==> src/rtl/ahb_arb_pkg.sv <==
// Shared AHB transfer encodings and the rotating-priority search used by the bus arbiters.
package ahb_arb_pkg;

  typedef logic [1:0] htrans_t;

  localparam htrans_t HTRANS_IDLE   = 2'b00;
  localparam htrans_t HTRANS_BUSY   = 2'b01;
  localparam htrans_t HTRANS_NONSEQ = 2'b10;
  localparam htrans_t HTRANS_SEQ    = 2'b11;

  localparam int unsigned MAX_MASTERS = 8;

  // First set index at or above ptr, wrapping at n; returns ptr when nothing is set.
  function automatic logic [2:0] rr_next(input logic [MAX_MASTERS-1:0] req,
                                         input logic [2:0] ptr, input int unsigned n);
    logic [2:0]  res;
    logic        found;
    int unsigned j;
    res   = ptr;
    found = 1'b0;
    for (int unsigned k = 0; k < MAX_MASTERS; k++) begin
      j = (32'(ptr) + k) % n;
      if (!found && (k < n) && req[j[2:0]]) begin
        res   = j[2:0];
        found = 1'b1;
      end
    end
    return res;
  endfunction

endpackage

==> src/rtl/rr_priority.sv <==
// Combinational rotating-priority encoder: highest priority at ptr, descending with wrap.
module rr_priority
  import ahb_arb_pkg::*;
#(
  parameter int unsigned NUM_MASTERS = 2,
  localparam int unsigned IDX_W = (NUM_MASTERS > 1) ? $clog2(NUM_MASTERS) : 1
) (
  input  logic [NUM_MASTERS-1:0] req,
  input  logic [IDX_W-1:0]       ptr,
  output logic [NUM_MASTERS-1:0] gnt,
  output logic [IDX_W-1:0]       idx,
  output logic                   any
);

  logic [MAX_MASTERS-1:0] req_ext;
  logic [2:0]             sel;

  assign req_ext = MAX_MASTERS'(req);
  assign sel     = rr_next(req_ext, 3'(ptr), NUM_MASTERS);
  assign any     = |req;
  assign idx     = IDX_W'(sel);

  always_comb begin
    gnt = '0;
    for (int i = 0; i < NUM_MASTERS; i++) begin
      gnt[i] = any && (sel == 3'(i));
    end
  end

endmodule

==> src/rtl/ahb_multi_arbiter.sv <==
// N-master AHB-Lite arbiter: combinational address-phase mux, registered data-phase owner,
// round-robin fairness and HMASTLOCK-held ownership.
module ahb_multi_arbiter
  import ahb_arb_pkg::*;
#(
  parameter int unsigned NUM_MASTERS = 2,
  parameter int unsigned ADDR_W      = 32,
  parameter int unsigned DATA_W      = 64,
  localparam int unsigned IDX_W  = (NUM_MASTERS > 1) ? $clog2(NUM_MASTERS) : 1,
  localparam int unsigned STRB_W = DATA_W / 8
) (
  input  logic                          clk,
  input  logic                          reset,
  input  logic [NUM_MASTERS*ADDR_W-1:0] M_HADDR,
  input  logic [NUM_MASTERS*2-1:0]      M_HTRANS,
  input  logic [NUM_MASTERS-1:0]        M_HWRITE,
  input  logic [NUM_MASTERS*3-1:0]      M_HSIZE,
  input  logic [NUM_MASTERS*3-1:0]      M_HBURST,
  input  logic [NUM_MASTERS*4-1:0]      M_HPROT,
  input  logic [NUM_MASTERS-1:0]        M_HMASTLOCK,
  input  logic [NUM_MASTERS*DATA_W-1:0] M_HWDATA,
  input  logic [NUM_MASTERS*STRB_W-1:0] M_HWSTRB,
  output logic [NUM_MASTERS-1:0]        M_HREADY,
  output logic [DATA_W-1:0]             M_HRDATA,
  output logic [NUM_MASTERS-1:0]        M_HRESP,
  output logic [ADDR_W-1:0]             HADDR,
  output logic [1:0]                    HTRANS,
  output logic                          HWRITE,
  output logic [2:0]                    HSIZE,
  output logic [2:0]                    HBURST,
  output logic [3:0]                    HPROT,
  output logic                          HMASTLOCK,
  output logic [DATA_W-1:0]             HWDATA,
  output logic [STRB_W-1:0]             HWSTRB,
  input  logic                          HREADY,
  input  logic                          HRESP,
  input  logic [DATA_W-1:0]             HRDATA,
  output logic [IDX_W-1:0]              GrantIdx
);

  localparam logic [IDX_W-1:0] LastIdx = IDX_W'(NUM_MASTERS - 1);

  logic [ADDR_W-1:0] haddr_m  [NUM_MASTERS];
  htrans_t           htrans_m [NUM_MASTERS];
  logic [2:0]        hsize_m  [NUM_MASTERS];
  logic [2:0]        hburst_m [NUM_MASTERS];
  logic [3:0]        hprot_m  [NUM_MASTERS];
  logic [DATA_W-1:0] hwdata_m [NUM_MASTERS];
  logic [STRB_W-1:0] hwstrb_m [NUM_MASTERS];
  logic [NUM_MASTERS-1:0] req;

  for (genvar i = 0; i < NUM_MASTERS; i++) begin : g_unpack
    assign haddr_m[i]  = M_HADDR[i*ADDR_W +: ADDR_W];
    assign htrans_m[i] = M_HTRANS[i*2 +: 2];
    assign hsize_m[i]  = M_HSIZE[i*3 +: 3];
    assign hburst_m[i] = M_HBURST[i*3 +: 3];
    assign hprot_m[i]  = M_HPROT[i*4 +: 4];
    assign hwdata_m[i] = M_HWDATA[i*DATA_W +: DATA_W];
    assign hwstrb_m[i] = M_HWSTRB[i*STRB_W +: STRB_W];
    assign req[i]      = M_HTRANS[i*2+1];
  end

  logic             data_active_q, data_active_d;
  logic [IDX_W-1:0] data_owner_q, data_owner_d;
  logic             lock_active_q, lock_active_d;
  logic [IDX_W-1:0] lock_owner_q, lock_owner_d;
  logic [IDX_W-1:0] rr_ptr_q, rr_ptr_d;

  logic [NUM_MASTERS-1:0] rr_gnt;
  logic [IDX_W-1:0]       rr_idx;
  logic                   rr_any;
  logic [IDX_W-1:0]       grant;
  htrans_t                htrans_sel;
  logic                   lock_sel;

  rr_priority #(
    .NUM_MASTERS(NUM_MASTERS)
  ) u_rr_priority (
    .req(req),
    .ptr(rr_ptr_q),
    .gnt(rr_gnt),
    .idx(rr_idx),
    .any(rr_any)
  );

  // Lock owner first, then a data-phase owner continuing its run, then round-robin.
  always_comb begin
    grant = (rr_ptr_q == '0) ? LastIdx : rr_ptr_q - IDX_W'(1);
    if (reset) begin
      grant = LastIdx;
    end else if (lock_active_q) begin
      grant = lock_owner_q;
    end else if (data_active_q && req[data_owner_q]) begin
      grant = data_owner_q;
    end else if (rr_any) begin
      grant = rr_idx;
    end
  end

  assign htrans_sel = (!reset && req[grant]) ? htrans_m[grant] : HTRANS_IDLE;
  assign lock_sel   = !reset && M_HMASTLOCK[grant];

  assign HADDR     = haddr_m[grant];
  assign HTRANS    = htrans_sel;
  assign HWRITE    = M_HWRITE[grant];
  assign HSIZE     = hsize_m[grant];
  assign HBURST    = hburst_m[grant];
  assign HPROT     = hprot_m[grant];
  assign HMASTLOCK = lock_sel;
  assign HWDATA    = hwdata_m[data_owner_q];
  assign HWSTRB    = hwstrb_m[data_owner_q];
  assign M_HRDATA  = HRDATA;
  assign GrantIdx  = grant;

  // Requesters that are neither granted nor in data phase stall with their address held.
  always_comb begin
    M_HREADY = '0;
    M_HRESP  = '0;
    for (int i = 0; i < NUM_MASTERS; i++) begin
      if (reset) begin
        M_HREADY[i] = 1'b1;
      end else if ((grant == IDX_W'(i)) || (data_active_q && (data_owner_q == IDX_W'(i)))
                   || !req[i]) begin
        M_HREADY[i] = HREADY;
      end
      M_HRESP[i] = !reset && HRESP && data_active_q && (data_owner_q == IDX_W'(i));
    end
  end

  always_comb begin
    data_active_d = data_active_q;
    data_owner_d  = data_owner_q;
    lock_active_d = lock_active_q;
    lock_owner_d  = lock_owner_q;
    rr_ptr_d      = rr_ptr_q;
    if (HREADY) begin
      if (htrans_sel != HTRANS_IDLE) begin
        data_active_d = 1'b1;
        data_owner_d  = grant;
        rr_ptr_d      = (grant == LastIdx) ? '0 : grant + IDX_W'(1);
        if (lock_sel) begin
          lock_active_d = 1'b1;
          lock_owner_d  = grant;
        end
      end else begin
        data_active_d = 1'b0;
      end
      if (!lock_sel) begin
        lock_active_d = 1'b0;
      end
    end
  end

  always_ff @(posedge clk) begin
    if (reset) begin
      data_active_q <= 1'b0;
      data_owner_q  <= '0;
      lock_active_q <= 1'b0;
      lock_owner_q  <= '0;
      rr_ptr_q      <= '0;
    end else begin
      data_active_q <= data_active_d;
      data_owner_q  <= data_owner_d;
      lock_active_q <= lock_active_d;
      lock_owner_q  <= lock_owner_d;
      rr_ptr_q      <= rr_ptr_d;
    end
  end

  always_ff @(posedge clk) begin
    if (!reset && rr_any) begin
      assert (rr_gnt[rr_idx]);
    end
  end

endmodule

==> config.mk <==
export PLATFORM = sky130hd
export DESIGN_NAME = ahb_multi_arbiter
export DESIGN_NICKNAME = d
export VERILOG_FILES = /design/src/rtl/ahb_arb_pkg.sv /design/src/rtl/rr_priority.sv /design/src/rtl/ahb_multi_arbiter.sv
export SDC_FILE = /design/constraint.sdc
export NUM_CORES = 1
export LEC_CHECK = 0
export ABC_AREA = 1
export CORE_AREA = 2 2 191 193
export CTS_CLUSTER_DIAMETER = 200
export CTS_CLUSTER_SIZE = 28
export DETAILED_ROUTE_END_ITERATION = 6
export DIE_AREA = 0 0 193 195
export PLACE_DENSITY = 0.4
export SLEW_MARGIN = 30
export SYNTH_ARGS = -nofsm -noshare
export SYNTH_HDL_FRONTEND = slang
export SYNTH_HIERARCHICAL = 1
export SYNTH_SLANG_ARGS = --single-unit
export TNS_END_PERCENT = 30
==> constraint.sdc <==
create_clock -name clk -period 3.4 [get_ports clk]
set_input_delay 0.34 -clock clk [delete_from_list [all_inputs] [get_ports clk]]
set_output_delay 0.34 -clock clk [all_outputs]
set_load 0.03 [all_outputs]
* Yosys cells after proc, flatten, opt, wreduce, memory -nomap -nowiden
Cells that the tools add are included.
Word-level totals: word-level logic and storage cells 91, register bits 5, input bits 304
Cells by class: add/sub/neg operators 3, order comparisons 6, equal/unequal tests 1, reduce and logical (&&, ||, !) cells 23, multiplexer cells 49, bitwise operators 4
Operators with widths (number):
- 64-bit 2-to-1 mux | 3
- 32-bit 2-to-1 mux | 3
- 1-bit 2-to-1 mux | 27
- 8-bit 2-to-1 mux | 3
- 3-bit 2-to-1 mux | 6
- 4-bit 2-to-1 mux | 3
- 1-bit logical AND | 10
- 1-bit by 4-bit less-than comparator with 1-bit output (second input constant) | 2
- 2-bit 2-to-1 mux | 4
- 2-bit >= comparator (second input constant) | 2
- 1-bit logical NOT | 4
- 1-bit logical OR | 4
- 1-bit by 2-bit less-than comparator with 1-bit output (second input constant) | 2
- 1-bit inverter with 2-bit output | 2
- 2-bit AND reduction | 2
- 3-bit AND reduction | 1
- 1-bit adder (second input constant) | 2
- 2-bit by 1-bit != test with 1-bit output (second input constant) | 1
- 1-bit inverter | 2
- 2-bit nonzero test | 1
- 2-bit OR reduction | 1
- 1-bit subtractor (second input constant) | 1

* Longest topological paths before layout
Gate-level depths: netlist (run 1).
word-level depth 18, gate-level depth with buffers 13

* By module
The synthesis (run 1) kept the hierarchy.
By module, submodules not included:
- ahb_multi_arbiter | instances 1, area each 2254.7 sq um, seq. area each 100.1 sq um, cells an instance 492
- rr_priority | instances 1, area each 37.5 sq um, seq. area each 0.0 sq um, cells an instance 9

* Worst setup path before layout (run 1)
No wires, ideal clock.
path kind input to output, start point in M_HTRANS[3], end point out M_HREADY[0], path buffers 1, data required time 3.060 ns, data arrival time 1.540 ns, setup slack 1.520 ns, stages on the path 10, cell sequence nor2_1 > a21oi_1 > nand2_1 > o21ai_0 > nand2_1 > nand2_1 > nand2_2 > nand2_2 > buf_6 > a41oi_1
Between the ends: cells in the longest elaborated chain, start to end 15
RTL lines:
- start, declared | RTL line ahb_multi_arbiter.sv:15 | input logic [NUM_MASTERS*2-1:0] M_HTRANS,
- 1-bit 2-to-1 mux (implied by the code) (2 in series) | RTL line ahb_arb_pkg.sv:23 | if (!found && (k < n) && req[j[2:0]]) begin
- 1-bit 2-to-1 mux | RTL line ahb_arb_pkg.sv:23
- 1-bit logical NOT | RTL line ahb_arb_pkg.sv:23
- 1-bit logical AND * | RTL line ahb_arb_pkg.sv:23
- 1-bit 2-to-1 mux * | RTL line ahb_arb_pkg.sv:23
- via rr_idx | RTL line ahb_multi_arbiter.sv:70 | logic [IDX_W-1:0] rr_idx;
- 1-bit 2-to-1 mux * | RTL line ahb_multi_arbiter.sv:95 | end else if (rr_any) begin
- 1-bit 2-to-1 mux * | RTL line ahb_multi_arbiter.sv:93 | end else if (data_active_q && req[data_owner_q]) begin
- 1-bit 2-to-1 mux * | RTL line ahb_multi_arbiter.sv:91 | end else if (lock_active_q) begin
- 1-bit 2-to-1 mux * | RTL line ahb_multi_arbiter.sv:89 | if (reset) begin
- 1-bit inverter * | RTL line ahb_multi_arbiter.sv:122 | end else if ((grant == IDX_W'(i)) || (data_active_q && (data_owner_q == IDX_W'(i)))
- 1-bit logical OR * | RTL line ahb_multi_arbiter.sv:122
- 1-bit logical OR * | RTL line ahb_multi_arbiter.sv:123 | || !req[i]) begin
- 1-bit 2-to-1 mux * | RTL line ahb_multi_arbiter.sv:122
- 1-bit 2-to-1 mux * | RTL line ahb_multi_arbiter.sv:120 | if (reset) begin
- end, declared | RTL line ahb_multi_arbiter.sv:23 | output logic [NUM_MASTERS-1:0] M_HREADY,
The timed path passes the listed nets; every way through them passes the cells marked *. The select of a mux whose other input is x is not followed.

* Worst setup path after layout (run 1)
start point in M_HTRANS[1], end point out HTRANS[0]
RTL lines:
- 2-bit OR reduction * | RTL line rr_priority.sv:20 | assign any = |req;
- via rr_any | RTL line ahb_multi_arbiter.sv:71 | logic rr_any;
- 1-bit 2-to-1 mux * | RTL line ahb_multi_arbiter.sv:95
- 1-bit 2-to-1 mux * | RTL line ahb_multi_arbiter.sv:93
- 1-bit 2-to-1 mux * | RTL line ahb_multi_arbiter.sv:91
- 1-bit 2-to-1 mux * | RTL line ahb_multi_arbiter.sv:89
- 1-bit inverter with 2-bit output (implied by the code) | RTL line ahb_multi_arbiter.sv:100 | assign htrans_sel = (!reset && req[grant]) ? htrans_m[grant] : HTRANS_IDLE;
- 2-bit 2-to-1 mux (implied by the code) (3 in series) | RTL line ahb_multi_arbiter.sv:100
- 2-bit 2-to-1 mux * | RTL line ahb_multi_arbiter.sv:100
- end, declared | RTL line ahb_multi_arbiter.sv:27 | output logic [1:0] HTRANS,
Marks and branches as above.

==> impl_metrics.tcl, run 1 <==
set metrics [dict create \
    run_status "finished clean" \
    avgRoutedWirePerCell_um 12.6 \
    antenna_found_initial 2 \
    avgSynthCellArea_um2 4.58 \
    path_common_cell "nand2_1" \
    portBuffers 362 \
    reg2reg_from "rr_ptr_q" \
    wirelength_mm 15.7 \
    path_depth 15 \
    rows 69 \
    drtIter0Drc 107 \
    cts_hold_buf 0 \
    cts_sinks 5 \
    hold_path.class "reg -> reg" \
    nets 1086 \
    dp_cells 1238 \
    start_kind "input pin" \
    h-tree-depth 1 \
    crit_start "M_HTRANS[1]" \
    finalMaxSlewViolations 0 \
    rsz0062_at_grt "false" \
    fmax_mhz 373 \
    syn_inst 498 \
    layout-drive-gt1-share_pct 8.45 \
    cts_root_buffer "clkbuf_16" \
    ioPinCount 491 \
    gp_congestion 0.730 \
    finalCriticalPeriod_ps 2680 \
    cts_tree "yes" \
    finalInstanceArea_um2 5930 \
    dp_hpwl_mm 13.3 \
    dieArea_um2 37600 \
    worstSetupEndpoint "HTRANS[0]" \
    power.density_nw_per_um2 252 \
    worstPathRequired_ps 3060 \
    clk_latency_ps 230 \
    firstDrtPassIters 4 \
    critPathBufInv 5 \
    timing.rr.end "rr_ptr_q" \
    cp_slowest_cell "clkdlybuf4s50_1" \
    cp.arrival_ps 2340 \
    yosys_warnings 6 \
    final_antenna_net_count 0 \
    ir_drop_mv 0.136 \
    pre_cts_ws_ps 686 \
    whs_ps 453 \
    tns_ps 0 \
    cp-end-kind "output port" \
    synthToLayoutAreaGrowth_pct 160 \
    ctsResizeCount 0 \
    critPathMaxStageDelay_ps 610 \
    reg2reg_depth 14 \
    finish.utilization_pct 16.7 \
    grt_pass1_vias 3797 \
    regArea_um2 101 \
    crit_fanout 29 \
    syn_area_um2 2280 \
    slew_headroom_pct 67.8 \
    path_class "in -> out" \
    dr_total_vias 3904 \
    grt_pass1_wl_mm 21.2 \
    maxCapViolCount 0 \
    clockBufferDepth 2 \
    setup_viol_count_final 0 \
    cts_made_buffers 3 \
    period_share_pct 78.9 \
    drc 0 \
    core_area_um2 35400 \
    worstMarginPinSlew_ps 477 \
    cp_cell_sequence "clkdlybuf4s50_1 -> inv_1 -> nand2_1 -> nand2_1 -> o21ai_0 -> nand2_1 -> nand2_1 -> nand2_2 -> nand2_2 -> buf_4 -> nand2_1 -> nand2_1 -> nand2_1 -> inv_1 -> buf_12" \
    r2r_slack_ps 1630 \
    hold_violations 0 \
    grt_max_degree 47 \
    setup_ws_ps 717 \
    dpl-instance-area_um2 5850 \
    post_cts_buffers 0 \
    fillers 4100 \
    multi_input_area_um2 1510 \
    finalNonFillerCells 1242 \
    fin_worst_skew_ps 2.02 \
    totalPowerFinal_mw 1.49 \
    grt_overflow 0 \
    critical_path.top_delay_family "buffers and inverters" \
    die_height_um 195 \
    insertedDiodeCount 0 \
    path_clk_slew_ps 30 \
    die_w_um 193 \
    groute.usage.overall_pct 7.43 \
    syn-num-nets 802 \
    vias_per_cell 3.14 \
    p_leak_nw 2.72 \
    start_util_pct 6.44 \
]
==> worst min path at each step <==
stage	startpoint	cells after the start	slack, ps	endpoint
floorplan	reset	1	400	rr_ptr_q
global placement	lock_owner_q	2	440	lock_owner_q
detailed placement	lock_owner_q	2	450	lock_owner_q
CTS	lock_owner_q	2	460	lock_owner_q
global route	lock_owner_q	2	490	lock_owner_q
finish	lock_owner_q	2	450	lock_owner_q
==> tightest hold or removal path, cell delays in order (launching register included) <==
cell     delay [ps]
dfxtp_1         300
inv_1            50
a21oi_1          60
==> registers in the layout, summed over array words and instances (netlist names) <==
signal         count
data_owner_q       1
lock_active_q      1
rr_ptr_q           1
data_active_q      1
lock_owner_q       1
==> report_power, final <==
part,internal (mW),leakage [nW],switching (mW),total [mW]
combinational,0.574,2.64,0.660,1.23
clock,0.155,0.0382,0.0366,0.192
sequential,0.0640,0.0414,0.00465,0.0686
total,0.793,2.72,0.702,1.49
==> cell type report <==
cell class              count  share of cell area [%]
well taps                 461                    9.73
clock buffers               4                    1.33
multi-input cells         391                    25.5
repair buffers            368                    60.9
inverters                  13                   0.866
flip-flops and latches      5                    1.71
==> metal layers <==
| metal | track usage (%) | wire length, um | part of all wire [%] |
|---|---|---|---|
| met1 | 7.47 | 5600 | 36 |
| met2 | 13.6 | 7310 | 47 |
| met3 | 3.49 | 2470 | 16 |
| met4 | 1.96 | 263 | 1.7 |
| met5 | 0 | 12 | 0.077 |
==> cells in the final DEF, fill, tap and decap left out, drive strengths merged, types with 4 or more instances in the layout <==
| cell | n |
|---|---|
| o21ai | 4 |
| nand3 | 7 |
| nand2 | 365 |
| clkbuf | 4 |
| clkdlybuf4s50 | 313 |
| nor2 | 7 |
| inv | 13 |
| buf | 55 |
| dfxtp | 5 |
| a21oi | 6 |
No activity file was read; power rests on OpenSTA's default activity.
==> inputs of run 2 (changes only) <==
--- a/config.mk
+++ b/config.mk
@@ -6,12 +6,12 @@
 export NUM_CORES = 1
 export LEC_CHECK = 0
 export ABC_AREA = 1
-export CORE_AREA = 2 2 191 193
+export CORE_AREA = 2 2 190 192
 export CTS_CLUSTER_DIAMETER = 200
 export CTS_CLUSTER_SIZE = 28
 export DETAILED_ROUTE_END_ITERATION = 6
-export DIE_AREA = 0 0 193 195
-export PLACE_DENSITY = 0.4
+export DIE_AREA = 0 0 192 194
+export PLACE_DENSITY = 0.42
 export SLEW_MARGIN = 30
 export SYNTH_ARGS = -nofsm -noshare
 export SYNTH_HDL_FRONTEND = slang
==> constraint.sdc (replaced) <==
create_clock -name clk -period 2.3 [get_ports clk]
set_input_delay 0.23 -clock clk [delete_from_list [all_inputs] [get_ports clk]]
set_output_delay 0.23 -clock clk [all_outputs]
set_load 0.03 [all_outputs]
==> impl_metrics.tcl, run 2 (synthesis gave the netlist of run 1 again) <==
set metrics [dict create \
    run_status "finished clean" \
    grt_util_met1_pct 7.45 \
    gr-usage-met2_pct 15.1 \
    critPathMaxStageDelay_ps 330 \
    path_class "reg -> out" \
    cts_tree "yes" \
    drc 0 \
    antenna_found_initial 1 \
    ioPinCount 491 \
    cts_root_buffer "clkbuf_16" \
    fmax_mhz 490 \
    cp.arrival_ps 1810 \
    rows 69 \
    grt_pass1_vias 3903 \
    cp-end-kind "output port" \
    vias_per_cell 3.12 \
    power.density_nw_per_um2 377 \
    final_common_cell "nand2_1" \
    dieArea_um2 37200 \
    intPower_mw 1.23 \
    start_util_pct 6.47 \
    grt_pass1_wl_mm 21.7 \
    h-tree-depth 1 \
    ir_drop_mv 0.136 \
    worstMarginPinSlew_ps 541 \
    clockPowerShare_pct 12.6 \
    sw_frac_of_total_pct 46.4 \
    maxCapViolCount 0 \
    start_kind "flop" \
    slew_headroom_pct 63.9 \
    dr_total_vias 3923 \
    synthToLayoutAreaGrowth_pct 168 \
    cts_made_buffers 3 \
    worstPathRequired_ps 2070 \
    die_w_um 192 \
    busiest_layer "met2" \
    drtIter0Drc 61 \
    nets 1100 \
    dpl-instance-area_um2 5970 \
    cts_hold_buf 0 \
    p_leak_nw 2.96 \
    hold_violations 0 \
    layout-drive-gt1-share_pct 19.6 \
    finish.utilization_pct 17.3 \
    setup_viol_count_final 0 \
    clk_latency_ps 230 \
    final_antenna_net_count 0 \
    groute.usage.overall_pct 7.73 \
    finalMaxSlewViolations 0 \
    fillers 4056 \
    period_share_pct 88.8 \
    crit_fanout 5 \
    path_common_cell "nand2_1" \
    portBuffers 362 \
    critPathBufInv 2 \
    final_cell_mix "nand2_1 (361), clkdlybuf4s50_1 (237), buf_4 (119)" \
    gp_congestion 0.691 \
    hold_path.class "in -> out" \
    cp_slowest_cell "dfxtp_2" \
    grt_max_degree 77 \
    path_clk_slew_ps 30 \
    dp_hpwl_mm 13.7 \
    fin_worst_skew_ps 0.138 \
    grt_overflow 0 \
    insertedDiodeCount 0 \
    use_met3_pct 2.75 \
    power_frac_seq_pct 4.4 \
    die_height_um 194 \
    finalInstanceArea_um2 6110 \
    critical_path.top_delay_family "simple AND/OR/NAND/NOR gates" \
    switchingPower_mw 1.07 \
    clockBufferDepth 2 \
    p_comb_share_pct 83.0 \
    wirelength_mm 16.0 \
    avgRoutedWirePerCell_um 12.7 \
    cts_sinks 5 \
    core_area_um2 35200 \
    finalCriticalPeriod_ps 2040 \
    firstDrtPassIters 4 \
    rsz0062_at_grt "false" \
    cp_cell_sequence "nor2_1 -> a21oi_1 -> nand2_1 -> o21ai_0 -> nand2_1 -> nand2_1 -> nand2_2 -> nand2_8 -> buf_4 -> a41oi_1 -> buf_12" \
]
## run 2: cell count changes in the layout (fill, tap and decap cells not counted), sizes merged
cell / delta
dlygate4sd2: +1
dlymetal6s2s: +1
clkdlybuf4s50: -76
clkbuf: +1
buf: +87
## run 2: per-layer routing
metal  share of wire, %  vias to the layer above
met5              0.081                        -
met1                 35                     1590
met2                 50                      295
li1                   -                     2009
met4                2.1                        2
met3                 13                       27
## run 2: final timing paths
check	from	cells past startpoint	slack [ps]	end
worst max register to register	rr_ptr_q	15	560	rr_ptr_q
worst min register to register	lock_owner_q	2	470	lock_owner_q
worst min-delay path	HRDATA[35]	0	460	M_HRDATA[35]
worst max-delay path	rr_ptr_q	11	260	M_HREADY[0]
## run 2: worst reg2reg max path: stages (launching register included)
cell and delay, ps:
dfxtp_2 340, nand2_1 60, a21oi_1 150, nand2_1 50, o21ai_0 70, nand2_1 60, nand2_1 70, nand2_2 90
nand2_8 120, buf_12 150, nand2_1 70, nand2_2 80, buf_4 120, nand2_2 70, nand2_1 80, a21oi_2 50
## run 2: repair_timing
item	4_1_cts	5_1_grt
endpoints found under the hold margin	0	0
setup buffers	0	0
endpoints found under the setup margin	24	45
resized for setup	1	9
pin swaps	0	1
gates cloned	0	1
## run 2: power groups by stage
stage / Combinational, mW / Sequential [mW] / Clock [mW]
2_1_floorplan: 1.07 / 0.0997 / 0
3_3_place_gp: 1.93 / 0.103 / 0
3_5_place_dp: 1.91 / 0.103 / 0
4_1_cts: 1.92 / 0.102 / 0.291
5_1_grt: 2.05 / 0.103 / 0.300
6_report: 1.91 / 0.102 / 0.289
## run 2: cell type report
cell class	count	area [um^2]	share of cell area [%]
inverter	13	56.3	0.922
sequential	5	103	1.68
multi-input combinational	391	1530	25.0
timing repair buffer	382	3760	61.6
tap	461	577	9.45
clock buffer	4	78.8	1.29
## run 2: through the flow
stage / instances / power (mW) / hold WS, ps / setup slack, ps / setup TNS (ps)
finish: 1256 / 2.30 / 460 / 258 / 0
global route: 1256 / 2.45 / 460 / 16.8 / 0
CTS: 1255 / 2.31 / 460 / 21.9 / 0
detailed placement: 1251 / 2.02 / 458 / -14.7 / -85.2
global placement: 1251 / 2.03 / 446 / -10.4 / -14.4
floorplan: 498 / 1.17 / 292 / 570 / 0
